[src/rtl/adc_channel_sequencer.sv]
// adc_channel_sequencer
//   Sequences conversions on the modular ADC. Enabled channels are visited
//   round-robin with a single conversion in flight. Each channel's results are
//   boxcar-averaged over 2^AVG_LOG2 samples, and one averaged result is emitted
//   per channel per window.
//
// Ports
//   clk_clk, reset_reset_n    clock; asynchronous active-low reset
//   enable, ch_mask           run control; bit i enables ADC channel CH_BASE+i
//   cmd_*                     Avalon-ST command source toward the ADC
//   rsp_*                     Avalon-ST response sink from the ADC
//   avg_valid/_channel/_data  averaged result; avg_valid is a one-cycle strobe
//   timeout_err, err_clr      sticky "conversion abandoned" flag and its clear
//   dbg_state                 current sequencer state (state_e encoding)
//
// Handshake: a command transfers on the cycle where cmd_valid && cmd_ready.
// Once cmd_valid is raised, it and cmd_channel stay constant until that
// transfer, and nothing withdraws it (not even enable dropping). The response
// side has no back-pressure: any rsp_valid cycle is a complete beat.
module adc_channel_sequencer #(
  parameter int NUM_CH      = 8,
  parameter int CH_BASE     = 1,
  parameter int AVG_LOG2    = 2,
  parameter int TIMEOUT_CYC = 1023
) (
  input  logic              clk_clk,
  input  logic              reset_reset_n,
  input  logic              enable,
  input  logic [NUM_CH-1:0] ch_mask,
  output logic              cmd_valid,
  output logic [4:0]        cmd_channel,
  output logic              cmd_sop,
  output logic              cmd_eop,
  input  logic              cmd_ready,
  input  logic              rsp_valid,
  input  logic [4:0]        rsp_channel,
  input  logic [11:0]       rsp_data,
  output logic              avg_valid,
  output logic [4:0]        avg_channel,
  output logic [11:0]       avg_data,
  output logic              timeout_err,
  input  logic              err_clr,
  output logic [1:0]        dbg_state
);

  localparam int PTR_W = (NUM_CH > 1) ? $clog2(NUM_CH) : 1;
  localparam int ACC_W = 12 + AVG_LOG2;
  localparam int CNT_W = AVG_LOG2 + 1;
  localparam int TMO_W = $clog2(TIMEOUT_CYC + 1);
  localparam logic [CNT_W-1:0] CNT_FULL = CNT_W'(2 ** AVG_LOG2);
  localparam logic [TMO_W-1:0] TMO_LAST = TMO_W'(TIMEOUT_CYC - 1);

  typedef enum logic [1:0] {
    S_IDLE   = 2'd0,
    S_SELECT = 2'd1,
    S_CMD    = 2'd2,
    S_WAIT   = 2'd3
  } state_e;

  state_e           state_q, state_d;
  logic [PTR_W-1:0] ptr_q, ptr_d;
  logic [TMO_W-1:0] tmo_q, tmo_d;
  logic [ACC_W-1:0] acc_q [NUM_CH];
  logic [ACC_W-1:0] acc_d [NUM_CH];
  logic [CNT_W-1:0] cnt_q [NUM_CH];
  logic [CNT_W-1:0] cnt_d [NUM_CH];
  logic             avg_valid_q, avg_valid_d;
  logic [4:0]       avg_channel_q, avg_channel_d;
  logic [11:0]      avg_data_q, avg_data_d;
  logic             timeout_err_q, timeout_err_d;

  logic [PTR_W-1:0] hi_ptr, lo_ptr, next_ptr;
  logic             hi_found;
  logic [4:0]       cur_ch;
  logic             rsp_hit, tmo_hit;
  logic [ACC_W-1:0] acc_sum;
  logic [CNT_W-1:0] cnt_inc;

  assign cur_ch  = 5'(CH_BASE) + 5'(ptr_q);
  assign rsp_hit = rsp_valid && (rsp_channel == cur_ch);
  // Counter starts at 0 in the first WAIT cycle, so this is the last allowed cycle.
  assign tmo_hit = (tmo_q == TMO_LAST);
  assign acc_sum = acc_q[ptr_q] + ACC_W'(rsp_data);
  assign cnt_inc = cnt_q[ptr_q] + CNT_W'(1);

  // Round-robin pick: the lowest set bit above the pointer, else wrap to the
  // lowest set bit overall. The descending scan leaves the lowest hit in each.
  always_comb begin
    hi_ptr   = '0;
    lo_ptr   = '0;
    hi_found = 1'b0;
    for (int i = NUM_CH - 1; i >= 0; i--) begin
      if (ch_mask[i]) begin
        lo_ptr = PTR_W'(i);
        if (PTR_W'(i) > ptr_q) begin
          hi_ptr   = PTR_W'(i);
          hi_found = 1'b1;
        end
      end
    end
    next_ptr = hi_found ? hi_ptr : lo_ptr;
  end

  always_comb begin
    state_d       = state_q;
    ptr_d         = ptr_q;
    tmo_d         = tmo_q;
    acc_d         = acc_q;
    cnt_d         = cnt_q;
    avg_valid_d   = 1'b0;
    avg_channel_d = avg_channel_q;
    avg_data_d    = avg_data_q;
    timeout_err_d = err_clr ? 1'b0 : timeout_err_q;

    case (state_q)
      S_IDLE: begin
        for (int i = 0; i < NUM_CH; i++) begin
          acc_d[i] = '0;
          cnt_d[i] = '0;
        end
        if (enable && (|ch_mask)) state_d = S_SELECT;
      end
      S_SELECT: begin
        if (!enable || !(|ch_mask)) begin
          state_d = S_IDLE;
        end else begin
          ptr_d   = next_ptr;
          state_d = S_CMD;
        end
      end
      S_CMD: begin
        if (cmd_ready) begin
          tmo_d   = '0;
          state_d = S_WAIT;
        end
      end
      S_WAIT: begin
        tmo_d = tmo_q + TMO_W'(1);
        // A matching response on the timeout cycle takes priority over the timeout.
        if (rsp_hit) begin
          if (cnt_inc == CNT_FULL) begin
            avg_valid_d   = 1'b1;
            avg_channel_d = cur_ch;
            avg_data_d    = 12'(acc_sum >> AVG_LOG2);
            acc_d[ptr_q]  = '0;
            cnt_d[ptr_q]  = '0;
          end else begin
            acc_d[ptr_q] = acc_sum;
            cnt_d[ptr_q] = cnt_inc;
          end
          state_d = enable ? S_SELECT : S_IDLE;
        end else if (tmo_hit) begin
          timeout_err_d = 1'b1;
          state_d       = enable ? S_SELECT : S_IDLE;
        end
      end
      default: state_d = S_IDLE;
    endcase
  end

  always_ff @(posedge clk_clk or negedge reset_reset_n) begin
    if (!reset_reset_n) begin
      state_q       <= S_IDLE;
      ptr_q         <= PTR_W'(NUM_CH - 1);
      tmo_q         <= '0;
      avg_valid_q   <= 1'b0;
      avg_channel_q <= '0;
      avg_data_q    <= '0;
      timeout_err_q <= 1'b0;
      for (int i = 0; i < NUM_CH; i++) begin
        acc_q[i] <= '0;
        cnt_q[i] <= '0;
      end
    end else begin
      state_q       <= state_d;
      ptr_q         <= ptr_d;
      tmo_q         <= tmo_d;
      avg_valid_q   <= avg_valid_d;
      avg_channel_q <= avg_channel_d;
      avg_data_q    <= avg_data_d;
      timeout_err_q <= timeout_err_d;
      for (int i = 0; i < NUM_CH; i++) begin
        acc_q[i] <= acc_d[i];
        cnt_q[i] <= cnt_d[i];
      end
    end
  end

  // Command outputs decode straight from the state flop, so reset drops them at once.
  assign cmd_valid   = (state_q == S_CMD);
  assign cmd_sop     = cmd_valid;
  assign cmd_eop     = cmd_valid;
  assign cmd_channel = cmd_valid ? cur_ch : 5'd0;

  assign avg_valid   = avg_valid_q;
  assign avg_channel = avg_channel_q;
  assign avg_data    = avg_data_q;
  assign timeout_err = timeout_err_q;
  assign dbg_state   = state_q;

endmodule

[config.mk]
export PLATFORM = sky130hd
export DESIGN_NAME = adc_channel_sequencer
export DESIGN_NICKNAME = d
export VERILOG_FILES = /design/src/rtl/adc_channel_sequencer.sv
export SDC_FILE = /design/constraint.sdc
export NUM_CORES = 1
export LEC_CHECK = 0
export ABC_AREA = 1
export ABC_CLOCK_PERIOD_IN_PS = 3500
export CAP_MARGIN = 20
export CORE_MARGIN = 3
export CORE_UTILIZATION = 25
export DETAILED_ROUTE_END_ITERATION = 6
export GPL_TIMING_DRIVEN = 0
export SYNTH_ARGS = -nofsm -noshare
export SYNTH_HDL_FRONTEND = slang
export SYNTH_SLANG_ARGS = --single-unit
[constraint.sdc]
create_clock -name clk_clk -period 3.5 [get_ports clk_clk]
set_input_delay 0.875 -clock clk_clk [delete_from_list [all_inputs] [get_ports clk_clk]]
set_output_delay 0.875 -clock clk_clk [all_outputs]
set_load 0.01 [all_outputs]
### After elaboration in Yosys (flattened, before gate mapping)

Cells that the tools add are included.

| word-level totals | value |
|---|---|
| register bits after elaboration | 170 |
| input port bits | 31 |
| output and inout bits | 29 |
| word-level logic and storage cells | 144 |

| operators by class | value |
|---|---|
| add/subtract/negate cells | 4 |
| $lt $le $gt $ge | 10 |
| equality and inequality tests | 10 |
| mux-type cells | 76 |
| bitwise logic cells | 6 |
| reduce and logical (&&, ||, !) cells | 15 |

Operators by type and width:

| cell | number |
|---|---|
| $mux W112 | 2 |
| $pmux W112 S2 | 1 |
| $and A112 B112 Y112 | 1 |
| $bwmux W112 | 1 |
| $not A112 Y112 | 1 |
| $mux W3 | 28 |
| $mux W24 | 2 |
| $pmux W24 S2 | 1 |
| $bmux W14 S3 | 1 |
| $demux W14 S3 | 1 |
| $mux W14 | 3 |
| $and A24 B24 Y24 | 1 |
| $bwmux W24 | 1 |
| $mux W1 | 24 |
| $not A24 Y24 | 1 |
| $pmux W10 S2 | 1 |
| $add A14 B12 Y14 | 1 |
| $gt A3 B3 Y1 const A | 4 |
| $add A10 B1 Y10 const B | 1 |
| $eq A10 B10 Y1 const B | 1 |
| $mux W10 | 1 |
| $mux W2 | 5 |
| $bmux W3 S3 | 1 |
| $demux W3 S3 | 1 |
| 25 further kinds | 36 |

### Longest topological paths before layout

| logic depth | value |
|---|---|
| depth in word-level cells | 18 |
| mapped depth | 24 |
| mapped depth without buffers | 23 |

### Worst setup path after synthesis

OpenSTA, ideal clock, no wires.

| path | value |
|---|---|
| path type | register to register |
| start point | register ptr_q[2] |
| end point | register acc_q[22] in the netlist's numbering |
| setup time | 0.065 ns |
| arrival | 3.256 ns |
| required time | 3.435 ns |
| setup slack | 0.179 ns |
| stages on the path, launching flop included | 22 |
| buffers on the path | 2 |
| period minus slack after synthesis | 3.321 ns |
| cell sequence | dfstp_2 > buf_2 > nand2_1 > nor2_2 > clkinv_1 > clkbuf_1 > o21ai_0 > inv_1 > nand4_1 > ha_1 > inv_1 > fa_1 > inv_1 > nand3_1 > nand2_1 > nand2_1 > nand2_1 > xor2_1 > inv_1 > o21ai_0 > nand2_1 > nand2_1 |

| on the way | value |
|---|---|
| longest elaborated chain between the ends | 10 |
| elaborated cells between the ends (all ways) | 26 |
| classes of those cells | add/sub (3); order compare (2); eq/ne (3); mux (12); bitwise (3); reduce/logical (3) |

RTL lines:

| item | RTL line | RTL |
|---|---|---|
| from (decl) | 61 | `logic [PTR_W-1:0] ptr_q, ptr_d;` |
| from (signal assigned) | 164 | `ptr_q <= PTR_W'(NUM_CH - 1);` |
| from (signal assigned) | 176 | `ptr_q <= ptr_d;` |
| branches (longest 10 deep; another with $add A14 B12 Y14) | - |  |
| to (signal, indexed assignment) | 183 | `acc_q[i] <= acc_d[i];` |
| to (decl) | 63 | `logic [ACC_W-1:0] acc_q [NUM_CH];` |

Several ways; the timed one is not identified. The select of a mux whose other input is x is not followed.
A chain may end at the register's enable or synchronous reset.

### Worst setup path after layout

| path | value |
|---|---|
| start point | register ptr_q[0] |
| end point | register acc_q[54] in the netlist's numbering |

| on the way | value |
|---|---|
| elaborated cells between the ends (all ways) | 26 |
| classes of those cells | add/sub (3); order compare (2); eq/ne (3); mux (12); bitwise (3); reduce/logical (3) |

RTL lines:

| item | RTL line | RTL |
|---|---|---|
| $add A1 B3 Y4 | 79 | `assign cur_ch = 5'(CH_BASE) + 5'(ptr_q);` |
| net cur_ch[0] | 74 | `logic [4:0] cur_ch;` |
| $eq A5 B4 Y1 | 80 | `assign rsp_hit = rsp_valid && (rsp_channel == cur_ch);` |
| $logic_and A1 B1 Y1 | 80 |  |
| $ne A2 B2 Y1 (no line) | - |  |
| $reduce_and A2 Y1 (no line) | - |  |

The timed path passes the listed nets, and every way through them passes these cells. The select of a mux whose other input is x is not followed.

==> run metrics <==
status=finished, violations left; failing checks=setup timing; fill count=4,311; Int Pwr=0.00502 W; most common cell in the synthesized netlist=nand2_1; die extent in x=210 um; post-synthesis cell type count=43; clk_lat worst skew=0.46 ns; DP HPWL=29,300 um; I/O Buffers=57; switching share of power=49.4%; PnR worst setup slack=-0.000606 ns; P_leak=6.54 nW; Synth Warn #=0; Max-Cap Viols=0; Req. time, crit path=3.90 ns; Crit Path Class=flip-flop to flip-flop; crit path time final=3.50 ns; TritonCTS Buffers=17; power share of the sequential group=23.7%; starting DRC count in detailed routing=1,295; DRC viols=0; NetSw=0.00489 W; register area share after synthesis=40.5%; Root Driver=clkbuf_16; Max stage delay on crit path=0.59 ns; I/O pin total=60; TNS Setup=-0.000606 ns; largest buffer count on any clock path=2; post-synth top area share=39.8%; Logic pwr share=55.9%; fin crit share=100%; critical path launch point=ptr_q[0]; Worst setup EP type=flip-flop; RR Startpoint=ptr_q[0]; ant diodes=0; Final Slew Violations=0; Synth Register Bits=169; CTS Hold Bufs=0; Power per Cell Area=714 nW/um^2; top_reg_cell synth=dfrtp_1; H-Tree Level Count=4; Synth Area in Simple Gates=30.5%; worst-margin pin slew=0.940 ns; Routed Antenna Nets=0; row count=74; Peak VDD IR=0.355 mV; Startpoint Class=flip-flop; drt first pass iters=5; vias in the first global route=10,800; post-synthesis compound-gate area fraction=17.6%; leading area contributor after synthesis=dfrtp_1; Avg Cell Area, Syn=6.95 sq um; pin count of the biggest net entering global routing=103; top post-synthesis cells by area=dfrtp_1 40%, nand2_1 19%, o21ai_0 9.9%, nand3_1 5.3%, inv_1 4.0%; DIE AREA=44,300 sq um; TritonCTS clock tree=yes; initial antenna violation count=0; Area Overhead vs Synth=32.9%; Max Freq=286 MHz; clk sinks=169; Die Span Y=210 um; Worst Clk Skew=0.0171 ns; final setup fails=1; Arr. time, crit path=3.90 ns; GPL Wtd Cong=0.947; grt ovf=0; reg-to-reg critical path endpoint=acc_q[54]; Final Hold Viols=0; area of the core=41,000 sq um; vias=11,400; Netlist Area Pre-Place=10,400 sq um; RSZ-0062 raised after global routing=yes; main combinational cell family by area after synthesis=simple AND/OR/NAND/NOR gates; most used cell, CP=nand2_1; multiplexer share of the synthesized area=0%; Rel. slew slack=37.3%; CP Cell Sequence=inv_4 -> buf_8 -> nand2_2 -> buf_8 -> inv_6 -> a22o_4 -> a221oi_4 -> nand4_1 -> ha_4 -> nand2_2 -> nor2_4 -> nand3_2 -> nand3b_1 -> buf_6 -> nand3_1 -> nand2_1 -> nand2_1 -> nand2_1; Clk pin slew, worst setup/hold paths=0.07 ns; Worst R2R Setup Slack=-0.0006 ns; commonest cells in the netlist=524 x nand2_1, 207 x o21ai_0, 166 x dfrtp_1; vias per cell=5.24; number of synthesized flops with an enable pin=0; layout cell share with drive strength beyond 1=17.6%; Starting Density=25.5%; cell count after synthesis=1,503; Reg2Reg Depth=18; Clock Power Share=20.4%; WL per Instance=19.6 um; CP max-delay cell=dfstp_2; CP Max Fanout=10; global-route wire length before repair=64,500 um; GR Util All Layers=18.8%; Final Net Count=1,687; Detailed Route WL=42,800 um; Adder-Cell Fraction of Synth Area=2.47%; worst min path class=primary input to asynchronous set/reset pin; ys async rst share=100%; xor and xnor area share after synthesis=0.755%; Power, Total=0.00991 W
## metal layers
metal	track usage, %	vias up	share of wire [%]
li1	-	5220	-
met1	26.3	5469	43
met2	27.8	641	43
met3	5.24	104	10
met4	6.95	0	3.7
met5	0	-	0
## worst max path at each step
stage                  end  depth (start not counted)
4_1_cts          acc_q[93]                         21
3_3_place_gp   timeout_err                          1
2_1_floorplan    acc_q[22]                         21
3_5_place_dp     acc_q[50]                         21
6_report         acc_q[54]                         18
5_1_grt          acc_q[54]                         19
## power by group through the flow
| stage | clock [W] | combinational (W) | sequential (W) |
|---|---|---|---|
| CTS | 0.00203 | 0.00482 | 0.00234 |
| floorplan | 0 | 0.00254 | 0.00232 |
| finish | 0.00202 | 0.00554 | 0.00235 |
| global placement | 0 | 0.00416 | 0.00237 |
| global route | 0.00211 | 0.00585 | 0.00237 |
| detailed placement | 0 | 0.00421 | 0.00237 |
## logic make-up after synthesis
kind of cell	after synthesis
flops	169
buf+inv	201
other cells	1
simple gates	772
compound gates	331
fa+ha+maj	20
xor+xnor	9
## sequential cells by signal (all words and copies together) (netlist names), named ones only
name	flops
acc_q	112
cnt_q	24
avg_data	12
tmo_q	10
avg_channel	4
ptr_q	3
avg_valid	1
dbg_state	1
timeout_err	1
## layout by cell type, fill, tap and decap left out, drive strengths merged, types with 12 or more instances in the layout
master         synthesis  final
nand2                533    535
o21ai                211    211
dfrtp                166    166
inv                  121    125
nand3                115    115
buf                   52    110
nor2                 101    101
clkdlybuf4s50          0     56
a21oi                 52     52
clkbuf                26     41
ha                    19     19
a22oi                 13     13
a221oi                13     13
o22ai                 12     12
## timing repair
| action | 4_1_cts | 5_1_grt |
|---|---|---|
| setup endpoints to repair | 154 | 104 |
| buffers inserted | 28 | 26 |
| gates resized for setup | 155 | 141 |
| pin swaps | 20 | 27 |
| endpoints found under the hold margin | 0 | 0 |
| cloned | 0 | 4 |
## area by class of cell
| type | instances | area (sq um) | area share, % |
|---|---|---|---|
| multi-input combinational | 1136 | 6130 | 44.1 |
| sequential | 169 | 4230 | 30.5 |
| timing repair buffer | 114 | 1120 | 8.09 |
| tap | 532 | 666 | 4.80 |
| buffer | 75 | 637 | 4.59 |
| inverter | 123 | 498 | 3.59 |
| clock buffer | 18 | 439 | 3.16 |
| clock inverter | 14 | 159 | 1.14 |
## critical path, delay by kind of cell, from the launching register on
kind                       cells  cell delay (ns)
and+or+nand+nor               10             1.29
buffers and inverters          5             0.62
DFF                            1             0.59
AOI/OAI and AO/OA              2             0.49
adders and majority gates      1             0.42
## per-stage QoR
stage                     util [%]  hold WS, ns  cell area (sq um)  cells  setup slack [ns]
after floorplan                  -        0.446              10400   1504             0.179
after global placement        28.5        0.460              11700   2093             -5.98
after detailed placement      28.6        0.465              11700   2094             -1.48
after CTS                     32.1        0.485              13200   2152          -0.00540
after global routing          33.8        0.499              13900   2181           -0.0951
final                         33.8        0.482              13900   2181         -0.000606
Power figures use the tool's default switching activity.
